$ cat config.mk
export PLATFORM = sky130hd
export DESIGN_NAME = char_addr_gen
export DESIGN_NICKNAME = d
export VERILOG_FILES = /design/src/rtl/char_addr_gen_pkg.sv /design/src/rtl/char_mult_add.sv /design/src/rtl/char_addr_gen.sv
export SDC_FILE = /design/constraint.sdc
export NUM_CORES = 1
export LEC_CHECK = 0
export ABC_CLOCK_PERIOD_IN_PS = 9500
export CORE_ASPECT_RATIO = 2
export CORE_MARGIN = 2
export CORE_UTILIZATION = 25
export CTS_BUF_LIST = sky130_fd_sc_hd__clkbuf_4 sky130_fd_sc_hd__clkbuf_8
export DETAILED_ROUTE_END_ITERATION = 16
export DONT_BUFFER_PORTS = 1
export GPL_TIMING_DRIVEN = 0
export PLACE_DENSITY = 0.43
export SYNTH_ARGS = -nofsm -noshare
export SYNTH_HDL_FRONTEND = slang
export SYNTH_SLANG_ARGS = --single-unit
$ cat constraint.sdc
create_clock -name CLK_108MHz -period 9.5 [get_ports CLK_108MHz]
set_input_delay 0.95 -clock CLK_108MHz [delete_from_list [all_inputs] [get_ports CLK_108MHz]]
set_output_delay 0.95 -clock CLK_108MHz [all_outputs]
set_load 0.01 [all_outputs]
$ cat src/rtl/char_addr_gen_pkg.sv
// Shared constants for the character address generator.
package char_addr_gen_pkg;

  // Text grid after reset
  localparam int DEF_ROWS_C = 128;
  localparam int DEF_COLS_C = 160;

  // Glyph cell is 8x8 pixels unless overridden
  localparam int CELL_W_LOG2_C = 3;
  localparam int CELL_H_LOG2_C = 3;

  // vsync_in is active-high unless overridden
  localparam int VSYNC_POL_C = 1;

endpackage

$ cat src/rtl/char_mult_add.sv
// Registered a*b + c used to form row*columns + column.
module char_mult_add #(
  parameter int DIM_W  = 8,
  parameter int ADDR_W = 16
) (
  input  logic              CLK_108MHz,
  input  logic              reset,
  input  logic [DIM_W-1:0]  a,
  input  logic [DIM_W-1:0]  b,
  input  logic [DIM_W-1:0]  c,
  output logic [ADDR_W-1:0] y
);

  // Wide enough for the exact product plus addend, and never narrower than the result.
  localparam int FULL_W = 2 * DIM_W + 1;
  localparam int SUM_W  = (FULL_W > ADDR_W) ? FULL_W : ADDR_W;

  logic [SUM_W-1:0] a_ext;
  logic [SUM_W-1:0] b_ext;
  logic [SUM_W-1:0] c_ext;

  assign a_ext = SUM_W'(a);
  assign b_ext = SUM_W'(b);
  assign c_ext = SUM_W'(c);

  // Multiply-add at full width, keep the low ADDR_W bits.
  always_ff @(posedge CLK_108MHz) begin
    if (reset) begin
      y <= '0;
    end else begin
      y <= ADDR_W'(a_ext * b_ext + c_ext);
    end
  end

endmodule

$ cat src/rtl/char_addr_gen.sv
// Pixel counters -> character-RAM address, with scroll, blanking and blinking cursor.
module char_addr_gen
  import char_addr_gen_pkg::*;
#(
  parameter int CTR_W       = 11,
  parameter int CELL_W_LOG2 = CELL_W_LOG2_C,
  parameter int CELL_H_LOG2 = CELL_H_LOG2_C,
  parameter int DIM_W       = 8,
  parameter int ADDR_W      = 16,
  parameter int VSYNC_POL   = VSYNC_POL_C,
  parameter int BLINK_LOG2  = 5,
  parameter int DEF_ROWS    = DEF_ROWS_C,
  parameter int DEF_COLS    = DEF_COLS_C
) (
  input  logic                   CLK_108MHz,
  input  logic                   reset,
  input  logic [CTR_W-1:0]       hctr_in,
  input  logic [CTR_W-1:0]       vctr_in,
  input  logic                   hsync_in,
  input  logic                   vsync_in,
  input  logic                   de_in,
  input  logic [DIM_W-1:0]       max_rows,
  input  logic [DIM_W-1:0]       max_columns,
  input  logic [DIM_W-1:0]       scroll_row,
  input  logic [DIM_W-1:0]       cursor_row,
  input  logic [DIM_W-1:0]       cursor_col,
  input  logic                   cursor_en,
  input  logic                   blink_en,
  output logic [CELL_W_LOG2-1:0] hctr_out,
  output logic [CELL_H_LOG2-1:0] vctr_out,
  output logic                   hsync_out,
  output logic                   vsync_out,
  output logic                   de_out,
  output logic [ADDR_W-1:0]      address_out,
  output logic                   blank_out,
  output logic                   cursor_out
);

  localparam logic VS_ACT = (VSYNC_POL != 0);

  // Scrolled row folded back into [0, rows); valid because row < rows and scroll < rows.
  function automatic logic [DIM_W-1:0] wrap_row(input logic [DIM_W-1:0] row,
                                               input logic [DIM_W-1:0] scroll,
                                               input logic [DIM_W-1:0] rows);
    logic [DIM_W:0] sum;
    sum = {1'b0, row} + {1'b0, scroll};
    if (sum >= {1'b0, rows}) begin
      sum = sum - {1'b0, rows};
    end
    return sum[DIM_W-1:0];
  endfunction

  // A scroll offset outside the grid falls back to the top row.
  function automatic logic [DIM_W-1:0] clamp_scroll(input logic [DIM_W-1:0] scroll,
                                                   input logic [DIM_W-1:0] rows);
    return (scroll >= rows) ? '0 : scroll;
  endfunction

  logic                  vsync_q;
  logic                  vsync_start;
  logic [DIM_W-1:0]      rows_sh;
  logic [DIM_W-1:0]      cols_sh;
  logic [DIM_W-1:0]      scroll_sh;
  logic [DIM_W-1:0]      cur_row_sh;
  logic [DIM_W-1:0]      cur_col_sh;
  logic                  cur_en_sh;
  logic                  blink_en_sh;
  logic [BLINK_LOG2:0]   frame_cnt;

  assign vsync_start = (vsync_in == VS_ACT) && (vsync_q != VS_ACT);

  // Frame-synchronous shadow registers and blink frame counter.
  always_ff @(posedge CLK_108MHz) begin
    if (reset) begin
      vsync_q     <= ~VS_ACT;
      rows_sh     <= DIM_W'(DEF_ROWS);
      cols_sh     <= DIM_W'(DEF_COLS);
      scroll_sh   <= '0;
      cur_row_sh  <= '0;
      cur_col_sh  <= '0;
      cur_en_sh   <= 1'b0;
      blink_en_sh <= 1'b0;
      frame_cnt   <= '0;
    end else begin
      vsync_q <= vsync_in;
      if (vsync_start) begin
        rows_sh     <= max_rows;
        cols_sh     <= max_columns;
        scroll_sh   <= clamp_scroll(scroll_row, max_rows);
        cur_row_sh  <= cursor_row;
        cur_col_sh  <= cursor_col;
        cur_en_sh   <= cursor_en;
        blink_en_sh <= blink_en;
        frame_cnt   <= frame_cnt + {{BLINK_LOG2{1'b0}}, 1'b1};
      end
    end
  end

  // ---- stage 0: cell coordinates from the raw counters ----
  logic [DIM_W-1:0] col_p0;
  logic [DIM_W-1:0] row_p0;
  logic [DIM_W-1:0] wrow_p0;
  logic             blank_p0;
  logic             cur_p0;

  assign col_p0   = DIM_W'(hctr_in[CTR_W-1:CELL_W_LOG2]);
  assign row_p0   = DIM_W'(vctr_in[CTR_W-1:CELL_H_LOG2]);
  assign wrow_p0  = wrap_row(row_p0, scroll_sh, rows_sh);
  assign blank_p0 = (row_p0 >= rows_sh) || (col_p0 >= cols_sh);
  assign cur_p0   = cur_en_sh && (row_p0 == cur_row_sh) && (col_p0 == cur_col_sh) &&
                    (!blink_en_sh || frame_cnt[BLINK_LOG2]);

  // ---- stage 1: registered cell state; blanked cells feed zero operands ----
  logic [CELL_W_LOG2-1:0] hpix_p1;
  logic [CELL_H_LOG2-1:0] vpix_p1;
  logic                   hsync_p1;
  logic                   vsync_p1;
  logic                   vld_p1;
  logic                   blank_p1;
  logic                   cur_p1;
  logic [DIM_W-1:0]       mul_a_p1;
  logic [DIM_W-1:0]       mul_b_p1;
  logic [DIM_W-1:0]       mul_c_p1;

  // First pipeline stage: cell lookup results and pass-through signals.
  always_ff @(posedge CLK_108MHz) begin
    if (reset) begin
      hpix_p1  <= '0;
      vpix_p1  <= '0;
      hsync_p1 <= 1'b0;
      vsync_p1 <= 1'b0;
      vld_p1   <= 1'b0;
      blank_p1 <= 1'b0;
      cur_p1   <= 1'b0;
      mul_a_p1 <= '0;
      mul_b_p1 <= '0;
      mul_c_p1 <= '0;
    end else begin
      hpix_p1  <= hctr_in[CELL_W_LOG2-1:0];
      vpix_p1  <= vctr_in[CELL_H_LOG2-1:0];
      hsync_p1 <= hsync_in;
      vsync_p1 <= vsync_in;
      vld_p1   <= de_in;
      blank_p1 <= blank_p0;
      cur_p1   <= cur_p0;
      mul_a_p1 <= blank_p0 ? '0 : wrow_p0;
      mul_b_p1 <= blank_p0 ? '0 : cols_sh;
      mul_c_p1 <= blank_p0 ? '0 : col_p0;
    end
  end

  // ---- stage 2: address multiply-add and final output registers ----
  char_mult_add #(
    .DIM_W  (DIM_W),
    .ADDR_W (ADDR_W)
  ) u_mult_add (
    .CLK_108MHz (CLK_108MHz),
    .reset      (reset),
    .a          (mul_a_p1),
    .b          (mul_b_p1),
    .c          (mul_c_p1),
    .y          (address_out)
  );

  // Second pipeline stage for everything except the address.
  always_ff @(posedge CLK_108MHz) begin
    if (reset) begin
      hctr_out   <= '0;
      vctr_out   <= '0;
      hsync_out  <= 1'b0;
      vsync_out  <= 1'b0;
      de_out     <= 1'b0;
      blank_out  <= 1'b0;
      cursor_out <= 1'b0;
    end else begin
      hctr_out   <= hpix_p1;
      vctr_out   <= vpix_p1;
      hsync_out  <= hsync_p1;
      vsync_out  <= vsync_p1;
      de_out     <= vld_p1;
      blank_out  <= blank_p1;
      cursor_out <= cur_p1 && !blank_p1;
    end
  end

endmodule

==> results <==
- In this run the power spent charging and discharging nets is approximately 0.00037 W.
- The port buffer count is 0.
- The internal power summed over all cells is 0.000697 W.
- Setup slack on the worst reg-to-reg path comes out at 4.43 ns.
- After detailed routing, the average wire length per cell comes to roughly 17 um.
- The highest-delay cell along the critical path is a2111oi_0.
- The CTS sink count is 110.
- The average cell area after synthesis is approximately 9 um^2.
- After synthesis the netlist holds a flip-flop and latch count of 110.
- Setup repair after global routing left no endpoint under its margin.
- The final global-route overflow total is 0.
- The worst setup skew after layout is 0.0283 ns.
- The worst register-to-register path begins at mul_b_p1[1].
- At the later pin of the worst-skew pair, clock insertion delay measures 0.43 ns.
- The chip height is 243 um.
- The share of total power dissipated in the clock network is 0.279.
- In this run the critical register-to-register path is captured at u_mult_add.y[15].
- From synthesis to final layout, the design area changed by 9.02%.
- In the routed design, unresolved DRC markers number 0.
- The final max-slew violation count is 0.
- The count of final hold-check violations is 0.
- Post-CTS timing repair inserted 0 buffers for setup.
- The end point of the most critical hold path is cursor_out.
- The number of logic stages on the critical path including buffering is 15.
- Headroom to the max-slew limit came out at 0.480.
- The maximum buffer depth of the clock tree is 2.
- The die covers 0.0299 mm^2.
- The number of clock buffers added by TritonCTS is 9.
- The number of cells on the worst hold path is 1.
- The fraction of power consumed by sequential logic is 0.498.
- The first global-routing pass estimated 30.3 mm of wire.
- After detailed routing, the number of vias per cell comes to 4.47.
- Setup violations remaining at the end of the flow were counted as 0.
- In this run the worst hold path is classified as reg -> reg.
- The number of maximum-capacitance violations is 0.
- The most numerous cell type found on the critical path is fa_1.
- The highest net fanout along the worst path is 8.
- The slew at the pin closest to its max-slew limit is 0.761 ns.
- At the worst endpoint, the arrival time is 5.34 ns.
- The critical path's top delay family is adder cells.
- The maximum level of the CTS H-tree is 3.
- Power spread over the standard cell area amounts to 137 mW/mm^2.
- After floorplanning, the core was divided into 87 placement rows.
- At the worst endpoint, the required time is 9.77 ns.
- The post-synthesis async set-or-reset flop share is 0.
- The net switching fraction of the power is 0.345.
- The total routing resource utilization after global routing is 0.137.
- The predominant post-synthesis flop cell is dfxtp_1.
- The hold buffer count at cts is 0.
- For the final routed database, the setup TNS stands at 0 ns.
- The startpoint of the lowest-slack hold path is blank_p1.
- Entering global routing, the biggest net connects 21 pins.
- For this run, the top clock speed supported by timing is 197 MHz.
- Summing over every cut layer, the via total after detailed routing is between 5k and 6k.
- Dividing the final minimum period by the clock period gives 0.534.
- Counting every instance in the synthesized netlist gives 799.
- The number of DRC markers after the initial detailed-route iteration is between 100 and 150.
- The worst path buffer plus inverter count is 3.
- The width of the chip is around 120 um.
- Detailed placement ended at an HPWL of about 17 mm.
- Clock tree synthesis selected as its root buffer the cell clkbuf_8.
- Of the cells placed in the final design, the portion with a size suffix greater than 1 is 0.0380.
- The cell count of the worst reg-to-reg path is 15.
- The detailed-routing iteration count for the pre-antenna-repair pass is 4.
- In this run, synthesis inferred 0 flip-flops with an integrated enable.
- The run finished with clean final reports.
- The core outline area is 0.0281 mm^2.
- The sequential area share after synthesis is 0.310.
- The critical path goes through nand2_1 > fa_1 > inv_1 > fa_1 > ha_1 > inv_1 > fa_1 > inv_1 > fa_1 > a211oi_1 > o21ai_1 > a2111oi_0 > nor2_1 > xnor2_1 > nor2_1.
- The number of gates resized after CTS was 0.
- The number of different library cells used by synthesis comes to 54.
- The delay contributed by the slowest stage of the critical path is 0.76 ns.
- During I/O placement, the number of pins put on the boundary was 96.
- The final wirelength is 19.7 mm.
- The number of inserted filler cells in the final layout is approximately 3.2k.
- For this run, the share of the core covered by cells in the final layout is 0.276.
- The initial utilization of the core area, before any placement, comes to 0.253.
- The worst vdd rail ir drop is 0.000128 V.
- The element type at the critical path start is a flip-flop.
- The post-synth design cell area is 0.00711 mm^2.
- The minimum period implied by the final worst setup slack is 5.07 ns.
- The static power due to leakage is 3.49 nW.
- The count of nets left with antenna violations once routing finished came out at 0.
- For this run, the post-layout net count is 1002.
- After clock tree synthesis, the clock-pin slew on the worst setup and hold paths is around 0.13 ns.
- The number of global-route vias before repair is 5523.
- The combinational cell fraction of total power is 0.224.
- The critical path capture point type is a flip-flop.
- The number of antenna violations at the first check in global routing is 2.
- The clock tree from TritonCTS is built.
- The post-synthesis net count is ~990.
- The last weighted congestion value of the routability-driven placer is slightly below 0.8.
- The worst setup path is of the reg -> reg kind.
- The number of synthesis warnings is 0.
==> synthesized netlist by cell type, drive strengths merged (3+ instances only) <==
master,number,area (um^2)
a211oi,7,62.6
a21o,7,52.6
a21oi,52,260
a31oi,3,18.8
a32oi,8,70.1
and2,55,344
buf,10,55.1
clkbuf,12,45.0
dfxtp,110,2200
fa,46,921
ha,77,963
inv,97,364
mux2,3,33.8
nand2,114,428
nand2b,4,25.0
nand3,3,15.0
nand4,7,43.8
nor2,37,139
nor2b,33,206
nor3,6,35.0
nor4,5,46.3
o211ai,9,67.6
o21a,3,22.5
o21ai,29,145
xnor2,13,114
xor2,23,201
==> state kept, by name, indices dropped and copies added, names as in the netlist, 3 cells and up <==
register	count
cols_sh	8
cur_col_sh	8
cur_row_sh	8
frame_cnt	6
hctr_out	3
hpix_p1	3
mul_a_p1	8
mul_b_p1	8
mul_c_p1	8
rows_sh	8
scroll_sh	8
u_mult_add.y	16
vctr_out	3
vpix_p1	3
==> area by class of cell <==
class | instances | area [um^2] | area share
multi-input cells | 570 | 4450 | 0.573
flip-flops and latches | 110 | 2200 | 0.284
well taps | 356 | 445 | 0.0574
inverters | 97 | 364 | 0.0470
clock buffers | 10 | 131 | 0.0169
plain buffers | 22 | 100 | 0.0129
clock inverters | 6 | 62.6 | 0.00807
diodes | 1 | 2.50 | 0.000323
==> routing by layer <==
layer	share of wire	track usage
met5	0.00066	0
met2	0.57	0.267
met1	0.33	0.122
met3	0.050	0.0355
met4	0.048	0.0765
==> worst max-delay path by stage <==
stage,slack [ns],from,to
floorplan,5.20,mul_b_p1[1],u_mult_add.y[14]
global placement,4.50,mul_a_p1[3],u_mult_add.y[15]
detailed placement,4.56,mul_a_p1[3],u_mult_add.y[15]
CTS,4.51,mul_b_p1[1],u_mult_add.y[15]
global route,4.15,mul_b_p1[1],u_mult_add.y[15]
finish,4.43,mul_b_p1[1],u_mult_add.y[15]
==> cell families after synthesis <==
| group | count (synthesis) | synth area share |
|---|---|---|
| and+or+nand+nor | 271 | 0.189 |
| AOI/OAI and AO/OA | 136 | 0.121 |
| adders and majority gates | 123 | 0.265 |
| buffers and inverters | 119 | 0.0653 |
| DFF | 110 | 0.310 |
| xor gates and xnor gates | 36 | 0.0443 |
| muxes | 4 | 0.00616 |
==> cell usage in the layout, fill, tap and decap left out, types with 3 or more instances in the layout <==
cell,synthesis,layout
a32oi_1,8,8
o21ai_0,11,11
xnor2_1,13,13
buf_1,6,6
nand2_1,114,114
nand2b_1,4,4
inv_6,0,3
nor2_1,37,37
clkbuf_1,12,12
nor2b_1,33,33
ha_1,77,77
a31oi_1,3,3
clkbuf_8,0,9
a21o_1,7,7
xor2_1,23,23
nor4_1,4,4
a211oi_1,5,5
dfxtp_1,110,110
nand4_1,7,7
nand3_1,3,3
inv_1,97,97
fa_1,46,46
and2_1,55,55
nor3_1,5,5
a21oi_1,52,52
o21a_1,3,3
o211ai_1,9,9
o21ai_1,18,18
==> metrics by stage <==
| stage | instance area, um^2 | hold slack, ns | worst slack, ns | power, W | instances |
|---|---|---|---|---|---|
| 2_1_floorplan | 7110 | 0.390 | 5.20 | 0.000708 | 799 |
| 3_3_place_gp | 7560 | 0.400 | 4.50 | 0.000783 | 1155 |
| 3_5_place_dp | 7560 | 0.410 | 4.56 | 0.000783 | 1155 |
| 4_1_cts | 7750 | 0.430 | 4.51 | 0.00109 | 1171 |
| 5_1_grt | 7750 | 0.451 | 4.15 | 0.00113 | 1172 |
| 6_report | 7750 | 0.434 | 4.43 | 0.00106 | 1172 |
==> power groups by stage <==
stage | Sequential (W) | Combinational (W) | Clock, W
finish | 0.000529 | 0.000238 | 0.000296
global route | 0.000535 | 0.000271 | 0.000326
CTS | 0.000531 | 0.000243 | 0.000313
detailed placement | 0.000542 | 0.000241 | 0
global placement | 0.000542 | 0.000240 | 0
floorplan | 0.000525 | 0.000183 | 0
No activity file was read; power rests on OpenSTA's default activity.
